--- config.mk ---
export PLATFORM = sky130hd
export DESIGN_NAME = calendar_set_ctrl_flat
export DESIGN_NICKNAME = d
export VERILOG_FILES = /design/src/rtl/calendar_set_ctrl_if.sv /design/src/rtl/calendar_set_ctrl.sv /design/src/flat_wrapper.sv
export SDC_FILE = /design/constraint.sdc
export NUM_CORES = 1
export LEC_CHECK = 0
export ABC_AREA = 1
export BUFFER_PORTS_ARGS = -buffer_cell sky130_fd_sc_hd__buf_2
export CAP_MARGIN = 10
export CORE_AREA = 3 3 47 49
export DETAILED_ROUTE_END_ITERATION = 10
export DIE_AREA = 0 0 50 52
export PLACE_DENSITY = 0.76
export SYNTH_ARGS = -nofsm -noshare
export SYNTH_HDL_FRONTEND = slang
export SYNTH_SLANG_ARGS = --single-unit
--- constraint.sdc ---
create_clock -name clk -period 3.9 [get_ports clk]
set_input_delay 0.78 -clock clk [delete_from_list [all_inputs] [get_ports clk]]
set_output_delay 0.78 -clock clk [all_outputs]
set_load 0.005 [all_outputs]
--- src/rtl/calendar_set_ctrl_if.sv ---
// rtl/calendar_set_ctrl_if.sv - button/timebase inputs and edit-control outputs of the calendar set controller
interface calendar_set_ctrl_if;
    logic       tick;
    logic       btn_mode;
    logic       btn_up;
    logic       btn_down;
    logic [2:0] inc_manual;
    logic [2:0] dec_manual;
    logic [1:0] field_sel;
    logic       run_en;
    logic       blink;

    modport master (
        output tick, btn_mode, btn_up, btn_down,
        input  inc_manual, dec_manual, field_sel, run_en, blink
    );

    modport slave (
        input  tick, btn_mode, btn_up, btn_down,
        output inc_manual, dec_manual, field_sel, run_en, blink
    );
endinterface

--- src/rtl/calendar_set_ctrl.sv ---
// rtl/calendar_set_ctrl.sv - calendar set-mode FSM with edit strobes, timeout and blink; CALENDAR_AUTO_REPEAT_EN adds held-button auto-repeat
module calendar_set_ctrl #(
    parameter int TIMEOUT_TICKS = 100,
    parameter int REPEAT_DELAY  = 5,
    parameter int REPEAT_RATE   = 2
) (
    input logic             clk,
    input logic             rst_n,
    calendar_set_ctrl_if.slave bus
);
    localparam logic [1:0] ST_RUN   = 2'd0;
    localparam logic [1:0] ST_DAY   = 2'd1;
    localparam logic [1:0] ST_MONTH = 2'd2;
    localparam logic [1:0] ST_YEAR  = 2'd3;

    localparam int TW          = (TIMEOUT_TICKS > 1) ? $clog2(TIMEOUT_TICKS) : 1;
    localparam int BLINK_TICKS = 5;
    localparam int BCW         = $clog2(BLINK_TICKS);

    logic [1:0]     state_q, state_d;
    logic           mode_prev_q, up_prev_q, down_prev_q;
    logic [2:0]     inc_q, inc_d, dec_q, dec_d;
    logic [TW-1:0]  idle_q, idle_d;
    logic [BCW-1:0] blink_cnt_q, blink_cnt_d;
    logic           blink_q, blink_d;

    logic       mode_rise, up_rise, down_rise, any_btn, in_set;
    logic       state_change, rep_fire;
    logic [2:0] field_onehot;

    assign mode_rise    = bus.btn_mode & ~mode_prev_q;
    assign up_rise      = bus.btn_up   & ~up_prev_q;
    assign down_rise    = bus.btn_down & ~down_prev_q;
    assign any_btn      = bus.btn_mode | bus.btn_up | bus.btn_down;
    assign in_set       = (state_q != ST_RUN);
    assign state_change = (state_d != state_q);

    always_comb begin
        field_onehot = 3'b000;
        case (state_q)
            ST_DAY:   field_onehot = 3'b001;
            ST_MONTH: field_onehot = 3'b010;
            ST_YEAR:  field_onehot = 3'b100;
            default:  field_onehot = 3'b000;
        endcase
    end

    // Idle counter stops one short of TIMEOUT_TICKS: the tick that would reach it drops back to RUN.
    always_comb begin
        state_d = state_q;
        idle_d  = idle_q;
        if (mode_rise) begin
            state_d = state_q + 2'd1;
        end
        if (!in_set || any_btn) begin
            idle_d = '0;
        end else if (bus.tick) begin
            if (idle_q >= TW'(TIMEOUT_TICKS - 1)) begin
                idle_d  = '0;
                state_d = ST_RUN;
            end else begin
                idle_d = idle_q + 1'b1;
            end
        end
    end

`ifdef CALENDAR_AUTO_REPEAT_EN
    localparam int HMAX = (REPEAT_DELAY > REPEAT_RATE) ? REPEAT_DELAY : REPEAT_RATE;
    localparam int HW   = (HMAX > 1) ? $clog2(HMAX) : 1;

    logic [HW-1:0] hold_q, hold_d, hold_limit;
    logic          rep_phase_q, rep_phase_d;

    always_comb begin
        hold_d      = hold_q;
        rep_phase_d = rep_phase_q;
        rep_fire    = 1'b0;
        hold_limit  = rep_phase_q ? HW'(REPEAT_RATE - 1) : HW'(REPEAT_DELAY - 1);
        if (!in_set || state_change || up_rise || down_rise || !(bus.btn_up ^ bus.btn_down)) begin
            hold_d      = '0;
            rep_phase_d = 1'b0;
        end else if (bus.tick) begin
            if (hold_q >= hold_limit) begin
                rep_fire    = 1'b1;
                hold_d      = '0;
                rep_phase_d = 1'b1;
            end else begin
                hold_d = hold_q + 1'b1;
            end
        end
    end

    always_ff @(posedge clk) begin
        if (!rst_n) begin
            hold_q      <= '0;
            rep_phase_q <= 1'b0;
        end else begin
            hold_q      <= hold_d;
            rep_phase_q <= rep_phase_d;
        end
    end
`else
    assign rep_fire = 1'b0;
`endif

    // Edges take priority over auto-repeat; a mode edge or opposing edges suppress any strobe.
    always_comb begin
        inc_d       = 3'b000;
        dec_d       = 3'b000;
        blink_cnt_d = blink_cnt_q;
        blink_d     = blink_q;
        if (in_set && !mode_rise) begin
            if (up_rise && !down_rise) begin
                inc_d = field_onehot;
            end else if (down_rise && !up_rise) begin
                dec_d = field_onehot;
            end else if (rep_fire) begin
                if (bus.btn_up) inc_d = field_onehot;
                else            dec_d = field_onehot;
            end
        end
        if (state_d == ST_RUN) begin
            blink_cnt_d = '0;
            blink_d     = 1'b0;
        end else if (state_change) begin
            blink_cnt_d = '0;
            blink_d     = 1'b1;
        end else if (bus.tick) begin
            if (blink_cnt_q >= BCW'(BLINK_TICKS - 1)) begin
                blink_cnt_d = '0;
                blink_d     = ~blink_q;
            end else begin
                blink_cnt_d = blink_cnt_q + 1'b1;
            end
        end
    end

    always_ff @(posedge clk) begin
        if (!rst_n) begin
            state_q     <= ST_RUN;
            mode_prev_q <= 1'b1;
            up_prev_q   <= 1'b1;
            down_prev_q <= 1'b1;
            inc_q       <= 3'b000;
            dec_q       <= 3'b000;
            idle_q      <= '0;
            blink_cnt_q <= '0;
            blink_q     <= 1'b0;
        end else begin
            state_q     <= state_d;
            mode_prev_q <= bus.btn_mode;
            up_prev_q   <= bus.btn_up;
            down_prev_q <= bus.btn_down;
            inc_q       <= inc_d;
            dec_q       <= dec_d;
            idle_q      <= idle_d;
            blink_cnt_q <= blink_cnt_d;
            blink_q     <= blink_d;
        end
    end

    a_cfg_valid: assert property (@(posedge clk)
        (TIMEOUT_TICKS >= 1) && (REPEAT_DELAY >= 1) && (REPEAT_RATE >= 1));

    assign bus.inc_manual = inc_q;
    assign bus.dec_manual = dec_q;
    assign bus.field_sel  = state_q;
    assign bus.run_en     = (state_q == ST_RUN);
    assign bus.blink      = blink_q;
endmodule
--- src/flat_wrapper.sv ---
// flat-port wrapper written by rule: the top's interface ports become plain ports
module calendar_set_ctrl_flat 
#(
    parameter int TIMEOUT_TICKS = 100,
    parameter int REPEAT_DELAY  = 5,
    parameter int REPEAT_RATE   = 2
)
  (clk, rst_n, bus_tick, bus_btn_mode, bus_btn_up, bus_btn_down, bus_inc_manual, bus_dec_manual, bus_field_sel, bus_run_en, bus_blink);
  calendar_set_ctrl_if bus_i ();
  input logic clk;
  input logic rst_n;
  input wire logic [$bits(bus_i.tick)-1:0] bus_tick;
  input wire logic [$bits(bus_i.btn_mode)-1:0] bus_btn_mode;
  input wire logic [$bits(bus_i.btn_up)-1:0] bus_btn_up;
  input wire logic [$bits(bus_i.btn_down)-1:0] bus_btn_down;
  output wire logic [$bits(bus_i.inc_manual)-1:0] bus_inc_manual;
  output wire logic [$bits(bus_i.dec_manual)-1:0] bus_dec_manual;
  output wire logic [$bits(bus_i.field_sel)-1:0] bus_field_sel;
  output wire logic [$bits(bus_i.run_en)-1:0] bus_run_en;
  output wire logic [$bits(bus_i.blink)-1:0] bus_blink;
  assign bus_i.tick = bus_tick;
  assign bus_i.btn_mode = bus_btn_mode;
  assign bus_i.btn_up = bus_btn_up;
  assign bus_i.btn_down = bus_btn_down;
  assign bus_inc_manual = bus_i.inc_manual;
  assign bus_dec_manual = bus_i.dec_manual;
  assign bus_field_sel = bus_i.field_sel;
  assign bus_run_en = bus_i.run_en;
  assign bus_blink = bus_i.blink;
  calendar_set_ctrl #(.TIMEOUT_TICKS(TIMEOUT_TICKS), .REPEAT_DELAY(REPEAT_DELAY), .REPEAT_RATE(REPEAT_RATE)) u_core (.clk(clk), .rst_n(rst_n), .bus(bus_i));
endmodule
# Word-level counts from Yosys, hierarchy flattened

Cells that the tools add are included.

Word-level logic and storage cells: 59
Output and inout port bits: 10
Bits in registers: 22

Reductions and logical operators: 19
Equal/unequal tests: 4
Bitwise gates (word level): 12
Add/subtract/negate cells: 3
Muxes and demuxes: 10
Order comparisons: 2

Operators with widths:

| cell                                                            | number |
|---|---|
| 3-bit case mux with 3 select lines                              | 1 |
| 2-bit 2-to-1 mux                                                | 4 |
| 7-bit by 1-bit adder with 7-bit output, second input constant   | 1 |
| 7-bit greater-or-equal comparator, second input constant        | 1 |
| 7-bit 2-to-1 mux                                                | 1 |
| 1-bit NOT                                                       | 7 |
| 2-bit nonzero test                                              | 3 |
| 2-bit == test, second input constant                            | 2 |
| 1-bit zero test                                                 | 4 |
| 2-bit zero test                                                 | 2 |
| 2-bit OR reduction                                              | 2 |
| 4-bit OR reduction                                              | 1 |
| 3-bit by 1-bit adder with 3-bit output, second input constant   | 1 |
| 1-bit AND                                                       | 3 |
| 3-bit greater-or-equal comparator, second input constant        | 1 |
| 1-bit logical AND                                               | 3 |
| 1-bit 2-to-1 mux                                                | 3 |
| 3-bit 2-to-1 mux                                                | 1 |
| 3-bit AND reduction                                             | 1 |
| 3-bit OR reduction                                              | 1 |
| 2-bit by 1-bit adder with 2-bit output, second input constant   | 1 |
| 2-bit by 1-bit == test with 1-bit output, second input constant | 1 |
| 2-bit != test                                                   | 1 |
| 1-bit OR                                                        | 2 |
| other kinds (2)                                                 | 2 |

# Logic depth before layout (Yosys ltp)

Gate-level depths: netlist of run 1.

Word-level depth: 9
Gate-level depth with buffers: 11
Gate-level depth less buffers: 11

# Worst setup path after synthesis of run 1

No wires, ideal clock.

Kind: input-to-reg
From: in bus_btn_mode
To: reg u_core.blink_cnt_q[0]
Path buffers: 0
Cell stages on the path: 8
Data arrival time: 1.451 ns
Path slack: 2.332 ns
Required time: 3.783 ns
Library setup time: 0.117 ns
Path through: inv_2 -> nand2_1 -> nor2_1 -> nand3_2 -> nand3_1 -> nand2_1 -> nand3_2 -> nor2_1

Word-level cells in the longest chain between the ends: 7
Elaborated cells between the ends (all ways): 11

RTL lines:

| what                                             | RTL line                                          | text |
|---|---|---|
| from (decl)                                      | flat_wrapper.sv:13                                | `input wire logic [$bits(bus_i.btn_mode)-1:0] bus_btn_mode;` |
| 1-bit AND                                        | calendar_set_ctrl.sv:31                           | `assign mode_rise = bus.btn_mode & ~mode_prev_q;` |
| 2-bit 2-to-1 mux                                 | calendar_set_ctrl.sv:52                           | `if (mode_rise) begin` |
| 2-bit 2-to-1 mux                                 | calendar_set_ctrl.sv:58                           | `if (idle_q >= TW'(TIMEOUT_TICKS - 1)) begin` |
| 2-bit 2-to-1 mux                                 | calendar_set_ctrl.sv:57                           | `end else if (bus.tick) begin` |
| 2-bit 2-to-1 mux *                               | calendar_set_ctrl.sv:55                           | `if (!in_set \|\| any_btn) begin` |
| 2-bit != test or 2-bit zero test (tied branches) | calendar_set_ctrl.sv:36, calendar_set_ctrl.sv:122 |  |
| 3-bit OR reduction (no source line) *            | --                                                |  |
| to (signal assigned)                             | calendar_set_ctrl.sv:157                          | `blink_cnt_q <= blink_cnt_d;` |
| to (decl)                                        | calendar_set_ctrl.sv:24                           | `logic [BCW-1:0] blink_cnt_q, blink_cnt_d;` |

Every way passes the cells marked *; elsewhere a longest branch is shown, timed or not.
A chain may end at the register's enable or synchronous reset.

# Worst setup path after layout of run 1

From: reg u_core.state_q[0], in the netlist u_core.bus.field_sel[0]
To: out bus_run_en

Word-level cells in the longest chain between the ends: 1

RTL lines:

| what                   | RTL line                 | text |
|---|---|---|
| from (decl)            | calendar_set_ctrl.sv:20  | `logic [1:0] state_q, state_d;` |
| from (signal assigned) | calendar_set_ctrl.sv:150 | `state_q <= state_d;` |
| 2-bit zero test        | calendar_set_ctrl.sv:168 | `assign bus.run_en = (state_q == ST_RUN);` |
| to (decl)              | flat_wrapper.sv:19       | `output wire logic [$bits(bus_i.run_en)-1:0] bus_run_en;` |

No other way between the ends.

==> results of run 1 <==
-- worst paths after layout --
check                                           from                                 end  slack [ns]  cells after the start
setup / recovery  u_core.bus.field_sel[0]$_SDFF_PN0_                          bus_run_en        1.90                      3
setup reg to reg  u_core.bus.field_sel[0]$_SDFF_PN0_  u_core.blink_cnt_q[0]$_SDFFE_PP0P_        2.26                     10
hold reg to reg        u_core.idle_q[6]$_SDFFE_PP0P_       u_core.idle_q[6]$_SDFFE_PP0P_        0.46                      2
hold / removal         u_core.idle_q[6]$_SDFFE_PP0P_       u_core.idle_q[6]$_SDFFE_PP0P_        0.46                      2
-- layout by cell type, fill, tap and decap left out, types with 3 or more instances in the layout --
| master | instances |
|---|---|
| buf_2 | 15 |
| nor2_1 | 20 |
| clkbuf_4 | 3 |
| nand3_1 | 8 |
| a21oi_1 | 5 |
| dfxtp_1 | 22 |
| inv_2 | 4 |
| inv_1 | 20 |
| nand2_1 | 25 |
| ha_1 | 7 |
-- stage by stage --
step | power, mW | std cells | setup slack, ns | utilization [%] | area (um2)
6_report | 0.376 | 178 | 1.90 | 60.9 | 1160
5_1_grt | 0.397 | 178 | 1.79 | 60.9 | 1160
4_1_cts | 0.379 | 178 | 1.90 | 60.9 | 1160
3_5_place_dp | 0.260 | 174 | 2.10 | 58.9 | 1120
3_3_place_gp | 0.259 | 174 | 2.16 | 58.9 | 1120
2_1_floorplan | 0.251 | 132 | 2.33 | - | 1010
-- report_power, final --
part	internal, mW	switching [mW]	leakage (nW)
logic	0.00938	0.0157	0.325
clock network	0.0568	0.0643	0.0210
registers	0.228	0.00211	0.178
-- flip-flops by register name, summed over array words and instances (netlist names) --
name and cells:
u_core.bus.dec_manual 3, u_core.idle_q 7, u_core.bus.inc_manual 3, u_core.bus.field_sel 2, u_core.mode_prev_q 1, u_core.down_prev_q 1, u_core.blink_cnt_q 3, u_core.up_prev_q 1
u_core.bus.blink 1
-- Yosys cell counts (all sizes together) --
cell type,n,share of area [%]
o2111ai,1,0.87
o21ai,3,1.5
nand3,10,5.9
a21oi,5,2.5
or2,4,2.5
nor3,1,0.99
ha,7,8.7
dfxtp,22,44
nand4,1,0.62
nor2,23,10
nor3b,1,0.74
o22ai,1,0.62
xor2,2,1.7
inv,24,8.9
xnor2,1,0.87
nand2,26,9.9
-- cell type report --
type | count | area, um2 | area share [%]
Multi-Input combinational cell | 86 | 482 | 41.6
Sequential cell | 22 | 440 | 38.1
Inverter | 24 | 90.1 | 7.78
Timing Repair Buffer | 15 | 75.1 | 6.49
Clock buffer | 4 | 36.3 | 3.14
Tap cell | 27 | 33.8 | 2.92
-- worst max-delay path, cell delays in order, from the launching register on --
cell and delay, ns:
dfxtp_1 0.43, inv_1 0.12, ha_1 0.24, buf_2 0.13
-- kinds of logic (layout without fill, tap and decap cells) --
group	count (synthesis)	count (layout)	synth area share (%)
adder cells (fa/ha/maj)	7	7	8.65
flip-flops	22	22	43.5
AND/OR/NAND/NOR	66	66	30.9
XOR/XNOR	3	3	2.60
buffers and inverters	24	43	8.90
AO/OA/AOI/OAI	10	10	5.44
-- metal layers --
layer	vias up	wire length [um]	track usage, %
li1	445	-	-
met1	357	809	18.1
met2	12	740	25.0
met3	2	51	2.58
met4	0	18	6.91
met5	-	0	0
==> impl_metrics.toml, run 1 <==
[clock_network]
clk_pin_slew_ns = 0.12
cts_tree = "yes"
cts_sinks = 22
htreeDepth = 1
hold_buffers = 0
cts_buffer_depth = 2
cts-buffers-inserted = 3
cts_root_buf = "clkbuf_4"
clkLatencyLatePin_ns = 0.30
post_cts.repair.setup_buffers = 0
postCtsResizedCells = 0

[worst_setup_path]
cp_max_fo = 5
cp-start-kind = "register"
worst-setup-path-type = "register to output pin"
worst_ep_arrival_time_ns = 1.22
cp.required_ns = 3.12
endpoint_kind = "output pin"

[synth]
synth_fp_nets = 145
yosysSeqAreaShare_pct = 43.5
netlist_area_um2 = 1010
ys_ff_latch = 22
synthCells = 132
yosys_warnings = 0
synthDistinctLibCells = 24
syn_avg_cell_area_um2 = 7.67

[sta]
worstMarginPinSlew_ns = 0.205
final_hold_viol_count = 0
holdWs_ns = 0.457
final-setup-viol-count = 0
setup_tns_ns = 0
period_share_pct = 51.3
maxSlewHeadroom_pct = 86.3
final_max_slew_viol_count = 0
clock_skew_ns = 0.00569
rsz0062_at_grt = "false"
maxClockFrequency_mhz = 500
min_period_ns = 2.00

[routing]
drc = 0
final_antenna_net_count = 0
drt-total-wl_mm = 1.62
viasPerCell = 4.58
drt-pass1-iter-count = 4
initialDrtViolationCount = 11
wl_per_cell_um = 9.10
vias = 816

[run_status]
status = "finished clean"

[global_route]
grt_max_degree = 13
gr-total-overflow = 0
antenna_found_initial = 0
track_usage_pct = 14.8
grt_pass1_wl_mm = 3.01
grt_pass1_vias = 784

[die]
rows = 16
initial_core_util_pct = 53.2
core_area_um2 = 1900
die_height_um = 52
fp.dieW_um = 50
dieArea_um2 = 2600
pin_count = 16

[layout]
insertedDiodeCount = 0
drive_above_1_share_pct = 21.2
area_growth_pct = 14.3
fillers = 188
nets = 165

[power_and_ir_drop]
vdd_ir_drop_max_mv = 0.183
p_leak_nw = 0.524
power_density_nw_per_um2 = 325

[hold_path]
hold_path.class = "register to register"

[run]
maxCapViolCount = 0

[placed_design]
port_buffers = 15
dp_hpwl_mm = 1.31
routabilityCongestion = 0.826
Note: power is estimated with default switching activity, not from simulation.
==> run 2, diff against run 1 <==
--- a/config.mk
+++ b/config.mk
@@ -8,10 +8,10 @@
 export ABC_AREA = 1
 export BUFFER_PORTS_ARGS = -buffer_cell sky130_fd_sc_hd__buf_2
 export CAP_MARGIN = 10
-export CORE_AREA = 3 3 47 49
+export CORE_AREA = 3 3 48 50
 export DETAILED_ROUTE_END_ITERATION = 10
-export DIE_AREA = 0 0 50 52
-export PLACE_DENSITY = 0.76
+export DIE_AREA = 0 0 51 53
+export PLACE_DENSITY = 0.73
 export SYNTH_ARGS = -nofsm -noshare
 export SYNTH_HDL_FRONTEND = slang
 export SYNTH_SLANG_ARGS = --single-unit
==> constraint.sdc (replaced) <==
create_clock -name clk -period 1.9 [get_ports clk]
set_input_delay 0.38 -clock clk [delete_from_list [all_inputs] [get_ports clk]]
set_output_delay 0.38 -clock clk [all_outputs]
set_load 0.005 [all_outputs]
==> impl_metrics.toml, run 2 (same netlist as run 1, synthesis figures left out) <==
[run_status]
status = "finished clean"

[run]
maxCapViolCount = 0

[power_and_ir_drop]
p_leak_nw = 0.531
vdd_ir_drop_max_mv = 0.511
p_seq_share_pct = 53.7
clockPowerShare_pct = 40.3
p_sw_share_pct = 20.3
power_density_nw_per_um2 = 749
p_switching_mw = 0.179
intPower_mw = 0.700
comb_power_share_pct = 6.0

[layout]
multiInputGateArea_um2 = 482
insertedDiodeCount = 0
regArea_um2 = 440
drive_above_1_share_pct = 21.2
nets = 165
area_growth_pct = 15.9
layout_commonest_cell = "nand2_1"
final_cell_mix = "nand2_1 (25), dfxtp_1 (22), inv_1 (20), nor2_1 (20), buf_2 (15)"
top_register = "u_core.idle_q"
fillers = 190
largest_reg_flops = 7
design_area_um2 = 1170

[worst_setup_path]
crit_path_top_delay_cell = "dfxtp_1"
endpoint_kind = "register"
worst-path-buf-inv = 2
r2r-start = "u_core.bus.field_sel[0]$_SDFF_PN0_"
cp-start-kind = "register"
r2r-end = "u_core.blink_cnt_q[0]$_SDFFE_PP0P_"
critPathMaxStageDelay_ns = 0.42
cp.required_ns = 2.11
r2r_cells = 10
cp_max_fo = 5
crit_start = "u_core.bus.field_sel[0]$_SDFF_PN0_"
worst-setup-path-type = "register to register"
cp.depth = 10
reg2reg_slack_ns = 0.29
path_cells = "inv_1 -> ha_1 -> inv_1 -> nand2_1 -> nor2_1 -> nand3_2 -> nand3_1 -> nand2_1 -> nand3_2 -> nor2_1"
endpoint = "u_core.blink_cnt_q[0]$_SDFFE_PP0P_"
path_delay_family = "simple AND/OR/NAND/NOR gates"
worst_ep_arrival_time_ns = 1.82

[clock_network]
hold_buffers = 0
cts_root_buf = "clkbuf_4"
htreeDepth = 1
cts_buffer_depth = 2
cts_tree = "yes"
post_cts.repair.setup_buffers = 0
cts_sinks = 22
clkLatencyLatePin_ns = 0.31
postCtsResizedCells = 0
cts-buffers-inserted = 3
clk_pin_slew_ns = 0.12

[placed_design]
place_area_um2 = 1120
dp_hpwl_mm = 1.39
port_buffers = 15
routabilityCongestion = 0.841

[die]
dieArea_um2 = 2700
initial_core_util_pct = 52.1
rows = 16
core_area_um2 = 1940
pin_count = 16
die_height_um = 53
fp.dieW_um = 51

[routing]
drt-total-wl_mm = 1.76
viasPerCell = 4.62
drt-pass1-iter-count = 4
vias = 823
wl_per_cell_um = 9.86
final_antenna_net_count = 0
initialDrtViolationCount = 4
drc = 0

[sta]
rsz0062_at_grt = "false"
worstMarginPinSlew_ns = 0.201
final-setup-viol-count = 0
final_hold_viol_count = 0
maxClockFrequency_mhz = 622
min_period_ns = 1.61
clock_skew_ns = 0.00680
setup_tns_ns = 0
maxSlewHeadroom_pct = 86.6
period_share_pct = 84.6
final_max_slew_viol_count = 0

[global_route]
gr-total-overflow = 0
antenna_found_initial = 0
grt_pass1_wl_mm = 3.15
track_usage_pct = 15.6
grt_pass1_vias = 751
grt_max_degree = 14

[hold_path]
hold_path.class = "input port to register"
-- run 2: power by group through the flow --
stage	combinational, mW	clock, mW	sequential, mW
2_1_floorplan	0.0339	0	0.481
3_3_place_gp	0.0506	0	0.482
3_5_place_dp	0.0526	0	0.482
4_1_cts	0.0531	0.357	0.472
5_1_grt	0.0618	0.378	0.473
6_report	0.0530	0.354	0.472
-- run 2: how the worst min path moves through the flow --
stage,startpoint,to,slack (ns),cells past startpoint
2_1_floorplan,u_core.idle_q[6]$_SDFFE_PP0P_,u_core.idle_q[6]$_SDFFE_PP0P_,0.43,2
3_5_place_dp,u_core.idle_q[6]$_SDFFE_PP0P_,u_core.idle_q[6]$_SDFFE_PP0P_,0.45,2
6_report,bus_btn_up,u_core.up_prev_q$_SDFF_PN1_,0.25,3
4_1_cts,bus_btn_up,u_core.up_prev_q$_SDFF_PN1_,0.25,3
3_3_place_gp,u_core.idle_q[6]$_SDFFE_PP0P_,u_core.idle_q[6]$_SDFFE_PP0P_,0.43,2
5_1_grt,bus_btn_up,u_core.up_prev_q$_SDFF_PN1_,0.24,3
-- run 2: worst reg2reg max path, stage by stage (launching register included) --
cell	delay, ns
dfxtp_1	0.42
inv_1	0.11
ha_1	0.24
inv_1	0.06
nand2_1	0.07
nor2_1	0.16
nand3_2	0.13
nand3_1	0.11
nand2_1	0.08
nand3_2	0.08
nor2_1	0.04
-- run 2: final cells by class --
cell class | instances | area share [%]
Clock inverter | 1 | 2.56
Sequential cell | 22 | 37.5
Multi-Input combinational cell | 86 | 41.0
Inverter | 24 | 7.68
Clock buffer | 3 | 1.92
Timing Repair Buffer | 15 | 6.40
Tap cell | 27 | 2.88
-- run 2: layer usage --
layer / global-route usage [%] / part of all wire, % / wire length [um]
met1: 19.9 / 48 / 849
met2: 25.1 / 45 / 790
met3: 2.54 / 4.9 / 86
met4: 8.07 / 1.7 / 29
met5: 0 / 0 / 0
-- run 2: stage by stage --
| stage | worst slack [ns] | total power [mW] | std cells | util [%] | hold slack, ns |
|---|---|---|---|---|---|
| after floorplan | 0.430 | 0.515 | 132 | - | 0.426 |
| after global placement | 0.389 | 0.532 | 174 | 57.7 | 0.434 |
| after detailed placement | 0.326 | 0.535 | 174 | 57.7 | 0.449 |
| after CTS | 0.289 | 0.882 | 178 | 60.4 | 0.246 |
| after global routing | 0.0725 | 0.913 | 178 | 60.4 | 0.240 |
| final | 0.293 | 0.879 | 178 | 60.4 | 0.246 |
